$ cat config.mk
export PLATFORM = sky130hd
export DESIGN_NAME = pll_drp_reconfig_ctrl
export DESIGN_NICKNAME = d
export VERILOG_FILES = /design/src/rtl/pll_drp_pkg.sv /design/src/rtl/prim_flop_2sync.sv /design/src/rtl/pll_drp_reconfig_ctrl.sv
export SDC_FILE = /design/constraint.sdc
export NUM_CORES = 1
export LEC_CHECK = 0
export ABC_AREA = 1
export CAP_MARGIN = 40
export CORE_ASPECT_RATIO = 0.7
export CORE_MARGIN = 5
export CORE_UTILIZATION = 40
export CTS_BUF_LIST = sky130_fd_sc_hd__clkbuf_16
export DETAILED_ROUTE_END_ITERATION = 12
export PLACE_DENSITY_LB_ADDON = 0.05
export SYNTH_ARGS = -nofsm -noshare
export SYNTH_HDL_FRONTEND = slang
export SYNTH_SLANG_ARGS = --single-unit
$ cat constraint.sdc
create_clock -name clk_i -period 5.3 [get_ports clk_i]
set_clock_uncertainty 0.2 [all_clocks]
set_input_delay 0.53 -clock clk_i [delete_from_list [all_inputs] [get_ports clk_i]]
set_output_delay 0.53 -clock clk_i [all_outputs]
set_load 0.01 [all_outputs]
$ cat src/rtl/pll_drp_pkg.sv
// Shared types and constants for the PLLE2 DRP reconfiguration controller.
// Holds the FSM state encoding, the error codes and the DRP register map.
package pll_drp_pkg;

  localparam int DrpAddrW = 7;
  localparam int DrpDataW = 16;

  localparam logic [DrpAddrW-1:0] ClkOut0Reg1  = 7'h08;
  localparam logic [DrpAddrW-1:0] ClkOut0Reg2  = 7'h09;
  localparam logic [DrpAddrW-1:0] ClkFbOutReg1 = 7'h14;
  localparam logic [DrpAddrW-1:0] ClkFbOutReg2 = 7'h15;

  typedef enum logic [3:0] {
    StIdle,
    StHoldRst,
    StRd,
    StRdWait,
    StWr,
    StWrWait,
    StRelease,
    StWaitLock,
    StDone,
    StError
  } drp_state_e;

  typedef enum logic [1:0] {
    ErrNone        = 2'd0,
    ErrDrdyTimeout = 2'd1,
    ErrLockTimeout = 2'd2
  } err_code_e;

  function automatic int max3(int a, int b, int c);
    int m;
    m = (a > b) ? a : b;
    return (m > c) ? m : c;
  endfunction

endpackage

$ cat src/rtl/prim_flop_2sync.sv
// Two-flop synchroniser for slow level signals crossing into clk_i.
// Both stages clear on the asynchronous reset.
module prim_flop_2sync #(
  parameter int Width = 1
) (
  input  logic             clk_i,
  input  logic             rst_i,
  input  logic [Width-1:0] d_i,
  output logic [Width-1:0] q_o
);

  logic [Width-1:0] meta_q;

  always_ff @(posedge clk_i or posedge rst_i) begin
    if (rst_i) begin
      meta_q <= '0;
      q_o    <= '0;
    end else begin
      meta_q <= d_i;
      q_o    <= meta_q;
    end
  end

endmodule

$ cat src/rtl/pll_drp_reconfig_ctrl.sv
// PLLE2 DRP reconfiguration sequencer: holds the PLL in reset, applies
// read-modify-write updates from a config table, then waits for relock.
module pll_drp_reconfig_ctrl
  import pll_drp_pkg::*;
#(
  parameter int NumRegs       = 4,
  parameter int RstHoldCycles = 4,
  parameter int DrdyTimeout   = 64,
  parameter int LockTimeout   = 100000
) (
  input  logic                         clk_i,
  input  logic                         rst_i,
  input  logic                         start_i,
  input  logic [NumRegs*DrpAddrW-1:0]  cfg_addr_i,
  input  logic [NumRegs*DrpDataW-1:0]  cfg_mask_i,
  input  logic [NumRegs*DrpDataW-1:0]  cfg_data_i,
  output logic                         busy_o,
  output logic                         done_o,
  output logic                         err_o,
  output logic [1:0]                   err_code_o,
  output logic                         locked_o,
  output logic [DrpAddrW-1:0]          drp_daddr_o,
  output logic                         drp_den_o,
  output logic                         drp_dwe_o,
  output logic [DrpDataW-1:0]          drp_di_o,
  input  logic [DrpDataW-1:0]          drp_do_i,
  input  logic                         drp_drdy_i,
  output logic                         pll_rst_o,
  input  logic                         pll_locked_i
);

  localparam int CntW =
    $clog2(max3(RstHoldCycles, DrdyTimeout, LockTimeout)) + 1;
  localparam int IdxW = $clog2(NumRegs) + 1;

  drp_state_e          state_q, state_d;
  logic [CntW-1:0]     cnt_q, cnt_d;
  logic [IdxW-1:0]     idx_q, idx_d;
  logic                err_q, err_d;
  err_code_e           code_q, code_d;
  logic [DrpAddrW-1:0] daddr_q;
  logic [DrpDataW-1:0] di_q;
  logic                lock_s;

  logic [DrpAddrW-1:0] sel_addr;
  logic [DrpDataW-1:0] sel_mask;
  logic [DrpDataW-1:0] sel_data;
  logic [DrpDataW-1:0] merged;

  prim_flop_2sync #(
    .Width(1)
  ) u_lock_sync (
    .clk_i(clk_i),
    .rst_i(rst_i),
    .d_i  (pll_locked_i),
    .q_o  (lock_s)
  );

  // Table lookup follows the next index so the address is ready with den.
  assign sel_addr = cfg_addr_i[int'(idx_d)*DrpAddrW +: DrpAddrW];
  assign sel_mask = cfg_mask_i[int'(idx_d)*DrpDataW +: DrpDataW];
  assign sel_data = cfg_data_i[int'(idx_d)*DrpDataW +: DrpDataW];
  assign merged   = (drp_do_i & sel_mask) | (sel_data & ~sel_mask);

  always_comb begin
    state_d = state_q;
    cnt_d   = cnt_q;
    idx_d   = idx_q;
    err_d   = err_q;
    code_d  = code_q;
    unique case (state_q)
      StIdle: begin
        if (start_i) begin
          state_d = StHoldRst;
          cnt_d   = '0;
          idx_d   = '0;
          err_d   = 1'b0;
          code_d  = ErrNone;
        end
      end
      StHoldRst: begin
        cnt_d = cnt_q + 1'b1;
        if (cnt_q == CntW'(RstHoldCycles - 1)) state_d = StRd;
      end
      StRd: begin
        state_d = StRdWait;
        cnt_d   = '0;
      end
      StRdWait: begin
        if (drp_drdy_i) begin
          state_d = StWr;
        end else if (cnt_q == CntW'(DrdyTimeout - 1)) begin
          state_d = StError;
          err_d   = 1'b1;
          code_d  = ErrDrdyTimeout;
        end else begin
          cnt_d = cnt_q + 1'b1;
        end
      end
      StWr: begin
        state_d = StWrWait;
        cnt_d   = '0;
      end
      StWrWait: begin
        if (drp_drdy_i) begin
          if (idx_q == IdxW'(NumRegs - 1)) begin
            state_d = StRelease;
          end else begin
            idx_d   = idx_q + 1'b1;
            state_d = StRd;
          end
        end else if (cnt_q == CntW'(DrdyTimeout - 1)) begin
          state_d = StError;
          err_d   = 1'b1;
          code_d  = ErrDrdyTimeout;
        end else begin
          cnt_d = cnt_q + 1'b1;
        end
      end
      StRelease: begin
        state_d = StWaitLock;
        cnt_d   = '0;
      end
      StWaitLock: begin
        if (lock_s) begin
          state_d = StDone;
        end else if (cnt_q == CntW'(LockTimeout - 1)) begin
          state_d = StError;
          err_d   = 1'b1;
          code_d  = ErrLockTimeout;
        end else begin
          cnt_d = cnt_q + 1'b1;
        end
      end
      StDone:  state_d = StIdle;
      StError: state_d = StIdle;
      default: state_d = StIdle;
    endcase
  end

  always_ff @(posedge clk_i or posedge rst_i) begin
    if (rst_i) begin
      state_q <= StIdle;
      cnt_q   <= '0;
      idx_q   <= '0;
      err_q   <= 1'b0;
      code_q  <= ErrNone;
      daddr_q <= '0;
      di_q    <= '0;
    end else begin
      state_q <= state_d;
      cnt_q   <= cnt_d;
      idx_q   <= idx_d;
      err_q   <= err_d;
      code_q  <= code_d;
      if (state_d == StRd || state_d == StWr) daddr_q <= sel_addr;
      if (state_d == StWr) di_q <= merged;
    end
  end

  assign busy_o      = !(state_q inside {StIdle, StDone, StError});
  assign done_o      = state_q inside {StDone, StError};
  assign pll_rst_o   = state_q inside {StHoldRst, StRd, StRdWait,
                                       StWr, StWrWait};
  assign drp_den_o   = state_q inside {StRd, StWr};
  assign drp_dwe_o   = (state_q == StWr);
  assign drp_daddr_o = daddr_q;
  assign drp_di_o    = di_q;
  assign err_o       = err_q;
  assign err_code_o  = code_q;
  assign locked_o    = lock_s & ~busy_o;

endmodule

## Word-level counts from Yosys, hierarchy flattened

Index checks and enable logic that the tools add are counted.

- Register bits: 53
- Bits in latches: 0
- Memory bits (writable): 0
- ROM bits: 0
- Input bits: 177
- Output and inout port bits: 32
- Memories kept: 0

- Add/subtract/negate cells: 2
- Multiply operators: 1
- Divide/modulo/power cells: 0
- $lt $le $gt $ge: 0
- Equal/unequal tests: 22
- Shift operators: 3
- Multiplexer cells: 31
- Bitwise logic cells: 5
- Reduce and logical (&&, ||, !) cells: 13

Operator list:

| cell | number |
|---|---|
| $shiftx A64 B8 Y16 | 2 |
| $mux W18 | 5 |
| $pmux W18 S5 | 1 |
| $and A16 B16 Y16 | 2 |
| $pmux W4 S8 | 1 |
| $mux W4 | 7 |
| $shiftx A28 B7 Y7 | 1 |
| $eq A4 B3 Y1 const B | 5 |
| $add A18 B1 Y18 const B | 1 |
| $eq A18 B17 Y1 const B | 1 |
| $eq A18 B2 Y1 const B | 1 |
| $eq A18 B6 Y1 const B | 1 |
| $not A16 Y16 | 1 |
| $or A16 B16 Y16 | 1 |
| $eq A4 B2 Y1 const B | 3 |
| $mux W3 | 4 |
| $ne A2 B2 Y1 const B | 6 |
| $reduce_and A6 Y1 | 2 |
| $mux W2 | 5 |
| $reduce_bool A5 Y1 | 2 |
| $eq A4 B4 Y1 const B | 2 |
| $mul A3 B3 Y6 const B | 1 |
| $pmux W2 S3 | 1 |
| $pmux W3 S2 | 1 |
| other kinds (14) | 20 |

## Logic depth before layout (Yosys ltp)

Gate-level depths: netlist of the first run.

- Depth after elaboration: 8
- Mapped depth: 16

## By module

From an unflattened synthesis of the first run, not the netlist that was laid out.

- Cells, all modules: 714
- Area total of the unflattened synthesis: 4327.9 µm²

By module, submodules not included:

| module | times used | cells an instance | area an instance (µm²) |
|---|---|---|---|
| pll_drp_reconfig_ctrl | 1 | 711 | 4274.1 |
| prim_flop_2sync | 1 | 3 | 53.8 |

## Worst setup path before layout of the first run

No wires, ideal clock.

- Path kind: register -> register
- From: register idx_q[0]
- To: register daddr_q[0] (netlist: drp_daddr_o[0])
- Arrival: 1.663 ns
- Data required time: 5.035 ns
- Path slack: 3.372 ns
- Stages on the path, launching flop included: 15
- Path buffers: 2
- Path through: dfrtp_1 > ha_1 > a21oi_1 > nand2_2 > inv_2 > nand2_2 > nand2_4 > buf_12 > buf_12 > nand2_2 > nand3_1 > nand2_1 > a21oi_2 > nand2_1 > nand2_1

- Word-level cells in the longest chain between the ends: 6
- Elaborated cells between the ends (all ways): 14
- Classes of those cells: add/sub: 1; mul: 1; eq/ne: 3; shift: 1; mux: 7; reduce/logical: 1

RTL lines:

| element | RTL line | text |
|---|---|---|
| start: declaration | pll_drp_reconfig_ctrl.sv:38 | `logic [IdxW-1:0] idx_q, idx_d;` |
| start signal: assignment | pll_drp_reconfig_ctrl.sv:153 | `idx_q <= idx_d;` |
| $add A3 B1 Y3 or $eq A3 B2 Y1 (tied branches) | pll_drp_reconfig_ctrl.sv:109, pll_drp_reconfig_ctrl.sv:106 |  |
| $mux W3 | pll_drp_reconfig_ctrl.sv:106 | `if (idx_q == IdxW'(NumRegs - 1)) begin` |
| $mux W3 or $mux W4 (tied branches) | pll_drp_reconfig_ctrl.sv:105 | `if (drp_drdy_i) begin` |
| $pmux W3 S2 or $pmux W4 S8 (tied branches) | pll_drp_reconfig_ctrl.sv:71 | `unique case (state_q)` |
| $mul A3 B3 Y6 (tied with other cells) | pll_drp_reconfig_ctrl.sv:60 | `assign sel_addr = cfg_addr_i[int'(idx_d)*DrpAddrW +: DrpAddrW];` |
| $shiftx A28 B7 Y7 or $logic_or A1 B1 Y1 (tied branches) | pll_drp_reconfig_ctrl.sv:60, pll_drp_reconfig_ctrl.sv:156 |  |
| end signal: assignment | pll_drp_reconfig_ctrl.sv:156 | `if (state_d == StRd \|\| state_d == StWr) daddr_q <= sel_addr;` |
| end: declaration | pll_drp_reconfig_ctrl.sv:41 | `logic [DrpAddrW-1:0] daddr_q;` |

Parallel ways exist; a longest one is shown, timed or not.
A chain may end at the register's enable or synchronous reset.

## Final worst setup path of the first run

- From: input drp_drdy_i
- To: register di_q[15] (netlist: drp_di_o[15])

- Word-level cells in the longest chain between the ends: 6
- Elaborated cells between the ends (all ways): 12
- Classes of those cells: eq/ne: 1; shift: 2; mux: 5; bitwise: 4

RTL lines:

| element | RTL line | text |
|---|---|---|
| start: declaration | pll_drp_reconfig_ctrl.sv:27 | `input logic drp_drdy_i,` |
| $mux W3 | pll_drp_reconfig_ctrl.sv:105 |  |
| $pmux W3 S2 | pll_drp_reconfig_ctrl.sv:71 |  |
| $shiftx A64 B8 Y16 | pll_drp_reconfig_ctrl.sv:61 | `assign sel_mask = cfg_mask_i[int'(idx_d)*DrpDataW +: DrpDataW];` |
| $not A16 Y16 | pll_drp_reconfig_ctrl.sv:63 | `assign merged = (drp_do_i & sel_mask) \| (sel_data & ~sel_mask);` |
| $and A16 B16 Y16 | pll_drp_reconfig_ctrl.sv:63 |  |
| $or A16 B16 Y16 | pll_drp_reconfig_ctrl.sv:63 |  |
| end signal: assignment | pll_drp_reconfig_ctrl.sv:157 | `if (state_d == StWr) di_q <= merged;` |
| end: declaration | pll_drp_reconfig_ctrl.sv:42 | `logic [DrpDataW-1:0] di_q;` |

Parallel ways exist; a longest one is shown, timed or not.

==> metrics.csv, run 1 <==
stage,metric,value,unit
pwr,Combinational Power Share,57.4,%
flow_run,Max-Cap Viols,0,
drt,WL/cell,15.8,um
floorplanning,Die H,98.0,um
worst_setup_path,CP required,5.28,ns
synthesis,Syn Area/Cell,6.47,um2
synthesis,top-area cell type share of the netlist area,30.0,%
place,Final HPWL DP,13100,um
run_status,status,"finished, final reports clean",
sta,worst slew pin tran,0.719,ns
clock_tree,CTS buffer count,5,
clock_tree,clock slew at reported path FFs,0.08,ns
synthesis,Post-Syn Area,4430,um2
pwr,Clk pwr share,14.7,%
sta,RSZ-0062 raised after global routing,no,
sta,hold slack,0.157,ns
pwr,Leak,0.00303,uW
finish,nets,1055,
drt,Via density,5.11,
drt,DR pass1 iterations,5,
sta,number of setup violations in the final report,0,
clock_tree,Max clock buf depth,2,
global_route,Tot GR Track Use,24.2,%
clock_tree,post-CTS sizing,0,
drt,Post-Route WL,16300,um
worst_setup_path,CP max stage delay,0.59,ns
worst_setup_path,"slowest stage cell, crit path",nand2_4,
clock_tree,Post-CTS Setup Inserts,0,
pwr,Psw,983,uW
sta,Peak Freq,311,MHz
sta,final hold viol count,0,
finish,ant diodes,0,
pwr,PD cells,335,nW/um2
synthesis,largest cells by area after synthesis,"dfrtp_1, nand2_1, nand3_1, o211ai_1, inv_1",
clock_tree,hold_buf cts,0,
finish,Filler cells,1019,
clock_tree,TritonCTS clock tree,yes,
drt,Top Metal Used,met4,
drt,WL met1,7380,um
sta,max_slew headroom,52.1,%
drt,initial drt markers,406,
floorplanning,Die W,136,um
pwr,Worst VDD drop,0.166,mV
worst_hold_path,Tightest Hold Check Type,reg2reg,
drt,vias,5265,
floorplanning,core area,10900,um2
place,GPL Wtd Cong,0.932,
worst_setup_path,CP startpoint kind,input port,
global_route,total congestion overflow,0,
synthesis,"area leader, netlist",dfrtp_1,
synthesis,ys async rst share,100,%
finish,layout cells sized above 1,6.50,%
synthesis,"Top FF cell, synth",dfrtp_1,
pwr,switch share,44.2,%
worst_setup_path,crit path capture type,flop,
synthesis,number of synthesized flops with an enable pin,0,
sta,Setup TNS,0,ns
clock_tree,clk sink count,53,
clock_tree,H-Tree Depth,2,
drt,WL met3,1450,um
sta,Tcrit/Tclk final,60.6,%
worst_setup_path,cell-by-cell trace of the critical path,"clkdlybuf4s50_1, inv_1, a21oi_1, nand2_2, inv_2, nand2_2, nand2_4, inv_2, o211ai_1, nand3_1, nand3_1, nand2_1",
drt,met2 routed WL,7190,um
synthesis,warnings from Yosys,0,
worst_setup_path,critical path type,in2reg,
pwr,share of power burned in registers,27.9,%
floorplanning,Die ar.,13300,um2
synthesis,Post-Syn Nets,863,
global_route,first-pass GRT wire length,25800,um
global_route,largest net degree at the start of global routing,66,
pwr,Cell Int Power,1240,uW
floorplanning,initial core utilization,40.5,%
clock_tree,clock root buffer,clkbuf_16,
synthesis,Yosys cell types,33,
clock_tree,clk_lat worst skew,0.30,ns
synthesis,"FF+latch count, synth",53,
place,IO buf count,208,
floorplanning,I/O pin count,209,
drt,DRC,0,
global_route,vias in the first global route,5124,
synthesis,Post-Synthesis Cells,684,
floorplanning,row cnt,32,
worst_setup_path,crit-path max FO,65,
sta,Final Max Tran Viols,0,
sta,Tmin final,3.21,ns
synthesis,register area share after synthesis,30.0,%
worst_setup_path,Critical Path AT,3.19,ns
drt,ANT nets after route,0,
finish,P&R area growth vs syn,50.2,%
global_route,initial antenna violation count,0,
[metrics by stage]
stage               util (%)  instances  setup WS [ns]  instance area, um2  total power (uW)
floorplan                  -        684           3.28                4430              1390
global placement        59.6       1022           1.91                6510              1870
detailed placement      59.6       1022           1.82                6510              1900
CTS                     60.8       1030           2.11                6650              2230
global route            60.8       1030           1.76                6650              2410
finish                  60.8       1030           2.09                6650              2230
[final timing paths]
path                                     from  slack [ns]               to  cells after the start
max                                drp_drdy_i        2.09     drp_di_o[15]                     12
min                        u_lock_sync.meta_q        0.16  u_lock_sync.q_o                      0
max reg2reg                          idx_q[0]        2.31     drp_di_o[15]                     11
min reg2reg                u_lock_sync.meta_q        0.16  u_lock_sync.q_o                      0
max in group asynchronous               rst_i        3.89     drp_di_o[14]                      3
min in group asynchronous               rst_i        0.52         cnt_q[3]                      3
[routing by layer]
layer  up-vias  GRT usage [%]
met2       208           37.9
met3        24           6.33
met5         -              0
met1      2390           34.0
li1       2643              -
met4         0           4.80
[layout make-up]
cell class	count	area [um2]	area share, %
tap	153	191	2.88
multi-input combinational	530	2610	39.2
inverter	76	285	4.29
sequential	53	1330	19.9
timing repair buffer	210	2100	31.5
clock inverter	3	15.0	0.226
clock buffer	5	125	1.88
[cells in the final DEF (no fill, tap or decap)]
| cell type | instances |
|---|---|
| or2_2 | 1 |
| inv_2 | 8 |
| clkdlybuf4s50_1 | 208 |
| nand2_2 | 15 |
| nand3_1 | 81 |
| a21oi_2 | 10 |
| nor2_2 | 6 |
| a21oi_1 | 34 |
| o21ai_1 | 16 |
| clkinvlp_4 | 1 |
| nand3_4 | 1 |
| o21ai_0 | 30 |
| clkbuf_16 | 5 |
| o21ai_2 | 1 |
| nand4_1 | 14 |
| o31ai_1 | 1 |
| xor2_1 | 5 |
| nor2_4 | 2 |
| o22ai_1 | 1 |
| xnor2_1 | 1 |
| nor2_1 | 56 |
| nand3_2 | 1 |
| o211ai_1 | 35 |
| nand2_1 | 204 |
| o211ai_4 | 1 |
| nand3b_1 | 1 |
| buf_4 | 2 |
| dfrtp_1 | 53 |
| nand2_4 | 3 |
| ha_1 | 2 |
| inv_1 | 70 |
| nor3_1 | 8 |
[cell usage after synthesis (2+ instances only)]
library cell,number
inv_2,7
buf_6,6
xor2_1,5
buf_12,2
nand2_2,15
a21oi_2,10
buf_4,6
nand2_1,204
nor2_2,6
nand4_1,14
o21ai_0,30
nor2_1,56
nand2_4,3
o21ai_1,16
inv_1,69
nor3_1,8
o211ai_1,35
buf_2,10
nor2_4,2
nand3_1,81
dfrtp_1,53
ha_1,2
a21oi_1,34
[state kept, by name, summed over array words and instances (netlist names)]
signal,count
err_o,1
cnt_q,18
idx_q,3
err_code_o,2
u_lock_sync.q_o,1
drp_daddr_o,7
state_q,4
u_lock_sync.meta_q,1
drp_di_o,16
[power by group through the flow]
stage / registers, uW / clock network [uW] / logic, uW
3_5_place_dp: 621 / 0 / 1270
6_report: 622 / 326 / 1280
3_3_place_gp: 616 / 0 / 1250
5_1_grt: 637 / 347 / 1420
2_1_floorplan: 640 / 0 / 754
4_1_cts: 619 / 331 / 1280
[cell families after synthesis]
kind of cell    Yosys count  share of synthesized area [%]
fa+ha+maj                 2                          0.565
compound gates          129                           17.9
xor+xnor                  6                           1.19
simple gates            393                           39.2
flops                    53                           30.0
buf+inv                 101                           11.1
[worst max-delay path, delay by kind of cell]
| family | cells | cell delay (ns) |
|---|---|---|
| AND/OR/NAND/NOR | 6 | 1.09 |
| buffers and inverters | 4 | 1.13 |
| AO/OA/AOI/OAI | 2 | 0.40 |
(Power assumes the default switching activity.)
==> run 2: changes to the inputs <==
Clock period 5.3 ns to 3 ns, I/O delays scaled along.
==> metrics.csv, run 2 (same netlist as run 1, synthesis figures left out) <==
stage,metric,value,unit,change
flow_run,Max-Cap Viols,0,,unchanged
place,Inst Count DP,1028,,+0.59%
drt,ANT nets after route,0,,unchanged
drt,Top Metal Used,met4,,
drt,vias,5254,,-0.21%
worst_setup_path,CP required,2.96,ns,-2.32 ns
global_route,vias in the first global route,5027,,-1.9%
floorplanning,Die W,136,um,unchanged
global_route,Tot GR Track Use,24.4,%,+0.21 points
sta,Tmin final,2.72,ns,
run_status,status,"finished, final reports clean",,
sta,Final Max Tran Viols,0,,unchanged
sta,Setup TNS,0,ns,unchanged
pwr,Leak,0.00306,uW,+0.73%
worst_setup_path,crit path capture type,flop,,
clock_tree,TritonCTS clock tree,yes,,
place,GPL Wtd Cong,0.890,,-4.4%
finish,ant diodes,0,,unchanged
worst_setup_path,critical path type,reg2reg,,
worst_setup_path,R2R Path End,cnt_q[7],,
drt,Post-Route WL,16600,um,+1.7%
worst_hold_path,Tightest Hold Check Type,reg2reg,,
clock_tree,clk_lat worst skew,0.30,ns,about the same
sta,number of setup violations in the final report,0,,unchanged
worst_setup_path,r2r startpoint,state_q[0],,
drt,WL met1,7200,um,-2.4%
worst_setup_path,Critical Path AT,2.68,ns,-0.51 ns
global_route,first-pass GRT wire length,26000,um,+0.88%
clock_tree,CTS buffer count,5,,unchanged
global_route,largest net degree at the start of global routing,54,,-18%
clock_tree,post-CTS sizing,0,,unchanged
clock_tree,hold_buf cts,0,,unchanged
finish,P&R area growth vs syn,51.0,%,
sta,worst slew pin tran,0.732,ns,+0.0137 ns
worst_setup_path,crit-path max FO,12,,-82%
sta,max_slew headroom,51.2,%,-0.87 points
clock_tree,clk sink count,53,,unchanged
floorplanning,initial core utilization,40.5,%,unchanged
floorplanning,Die H,98.0,um,unchanged
worst_setup_path,CP startpoint kind,flop,,
place,IO buf count,208,,unchanged
finish,"most common cell after layout, fill and taps aside",clkdlybuf4s50_1,,
drt,DRC,0,,unchanged
floorplanning,Die ar.,13300,um2,unchanged
finish,Biggest register,cnt_q,,
worst_setup_path,worst reg2reg path depth,10,,-1
place,Final HPWL DP,13500,um,+3.4%
clock_tree,Post-CTS Setup Inserts,0,,unchanged
pwr,PD cells,593,nW/um2,+77%
floorplanning,row cnt,32,,unchanged
global_route,total congestion overflow,0,,unchanged
finish,most frequent cells in the layout,"clkdlybuf4s50_1, nand2_1, nand3_1",,
sta,Peak Freq,368,MHz,
finish,nets,1061,,+0.57%
clock_tree,Max clock buf depth,2,,unchanged
drt,DR pass1 iterations,5,,unchanged
drt,WL met3,1580,um,+8.8%
sta,RSZ-0062 raised after global routing,no,,
worst_setup_path,CP Launch Point,state_q[0],,
drt,met2 routed WL,7630,um,+6.2%
clock_tree,clock root buffer,clkbuf_16,,
drt,WL/cell,16.0,um,+1.3%
global_route,initial antenna violation count,0,,unchanged
worst_setup_path,CP endpoint,cnt_q[7],,
finish,"non-filler cells, final",1034,,+0.39%
sta,final hold viol count,0,,unchanged
finish,max reg flops,18,,unchanged
clock_tree,clock slew at reported path FFs,0.07,ns,about the same
clock_tree,H-Tree Depth,2,,unchanged
floorplanning,core area,10900,um2,unchanged
worst_setup_path,worst reg2reg setup slack,0.28,ns,-2.03 ns
finish,layout cells sized above 1,7.15,%,+0.65 points
sta,Tcrit/Tclk final,90.6,%,
pwr,Worst VDD drop,0.275,mV,+65%
drt,initial drt markers,332,,-18%
floorplanning,I/O pin count,209,,unchanged
drt,Via density,5.08,,-0.59%
## run 2: area by class of cell
| type | instances | area (um2) |
|---|---|---|
| Clock inverter | 1 | 5.00 |
| Sequential cell | 53 | 1330 |
| Tap cell | 153 | 191 |
| Inverter | 76 | 285 |
| Fill cell | 1023 | 4250 |
| Multi-Input combinational cell | 530 | 2610 |
| Timing Repair Buffer | 216 | 2140 |
| Clock buffer | 5 | 125 |
## run 2: how the worst min path moves through the flow
stage	start	endpoint	slack (ns)	depth (start not counted)
2_1_floorplan	u_lock_sync.meta_q	u_lock_sync.q_o	0.13	0
3_3_place_gp	u_lock_sync.meta_q	u_lock_sync.q_o	0.14	0
3_5_place_dp	u_lock_sync.meta_q	u_lock_sync.q_o	0.14	0
4_1_cts	u_lock_sync.meta_q	u_lock_sync.q_o	0.16	0
5_1_grt	u_lock_sync.meta_q	u_lock_sync.q_o	0.17	0
6_report	u_lock_sync.meta_q	u_lock_sync.q_o	0.16	0
## run 2: critical path, cell delays in order, from the launching register on
cell and delay, ns:
dfrtp_1 0.49, nand2_1 0.15, inv_1 0.05, nand2_1 0.12, nand2_1 0.12, inv_1 0.12, nand2_1 0.09, nor2_1 0.50
inv_1 0.43, nand4_1 0.20, o21ai_0 0.12
## run 2: routing by layer
metal | GRT usage, % | vias up
met5 | 0 | -
met4 | 2.71 | 0
met3 | 7.26 | 12
met2 | 39.7 | 206
met1 | 33.3 | 2381
li1 | - | 2655
## run 2: power breakdown
group | internal [uW] | switching [uW]
logic | 989 | 1320
clock network | 300 | 264
registers | 927 | 167
total | 2220 | 1750
## run 2: metrics by stage
step | power (uW) | cell area [um2] | util [%] | hold slack, ns | worst slack [ns]
6_report | 3960 | 6690 | 61.2 | 0.155 | 0.283
5_1_grt | 4280 | 6690 | 61.2 | 0.169 | 0.108
4_1_cts | 3970 | 6690 | 61.2 | 0.157 | 0.420
3_5_place_dp | 3400 | 6560 | 60.0 | 0.142 | 0.324
3_3_place_gp | 3350 | 6560 | 60.0 | 0.136 | 0.394
2_1_floorplan | 2460 | 4430 | - | 0.131 | 1.07
==> run 3: changes to the inputs <==
Settings changed: SLEW_MARGIN set to 25.
==> results of run 3 <==
Same layout as run 2: the final DEF is identical, and so are final timing and power.
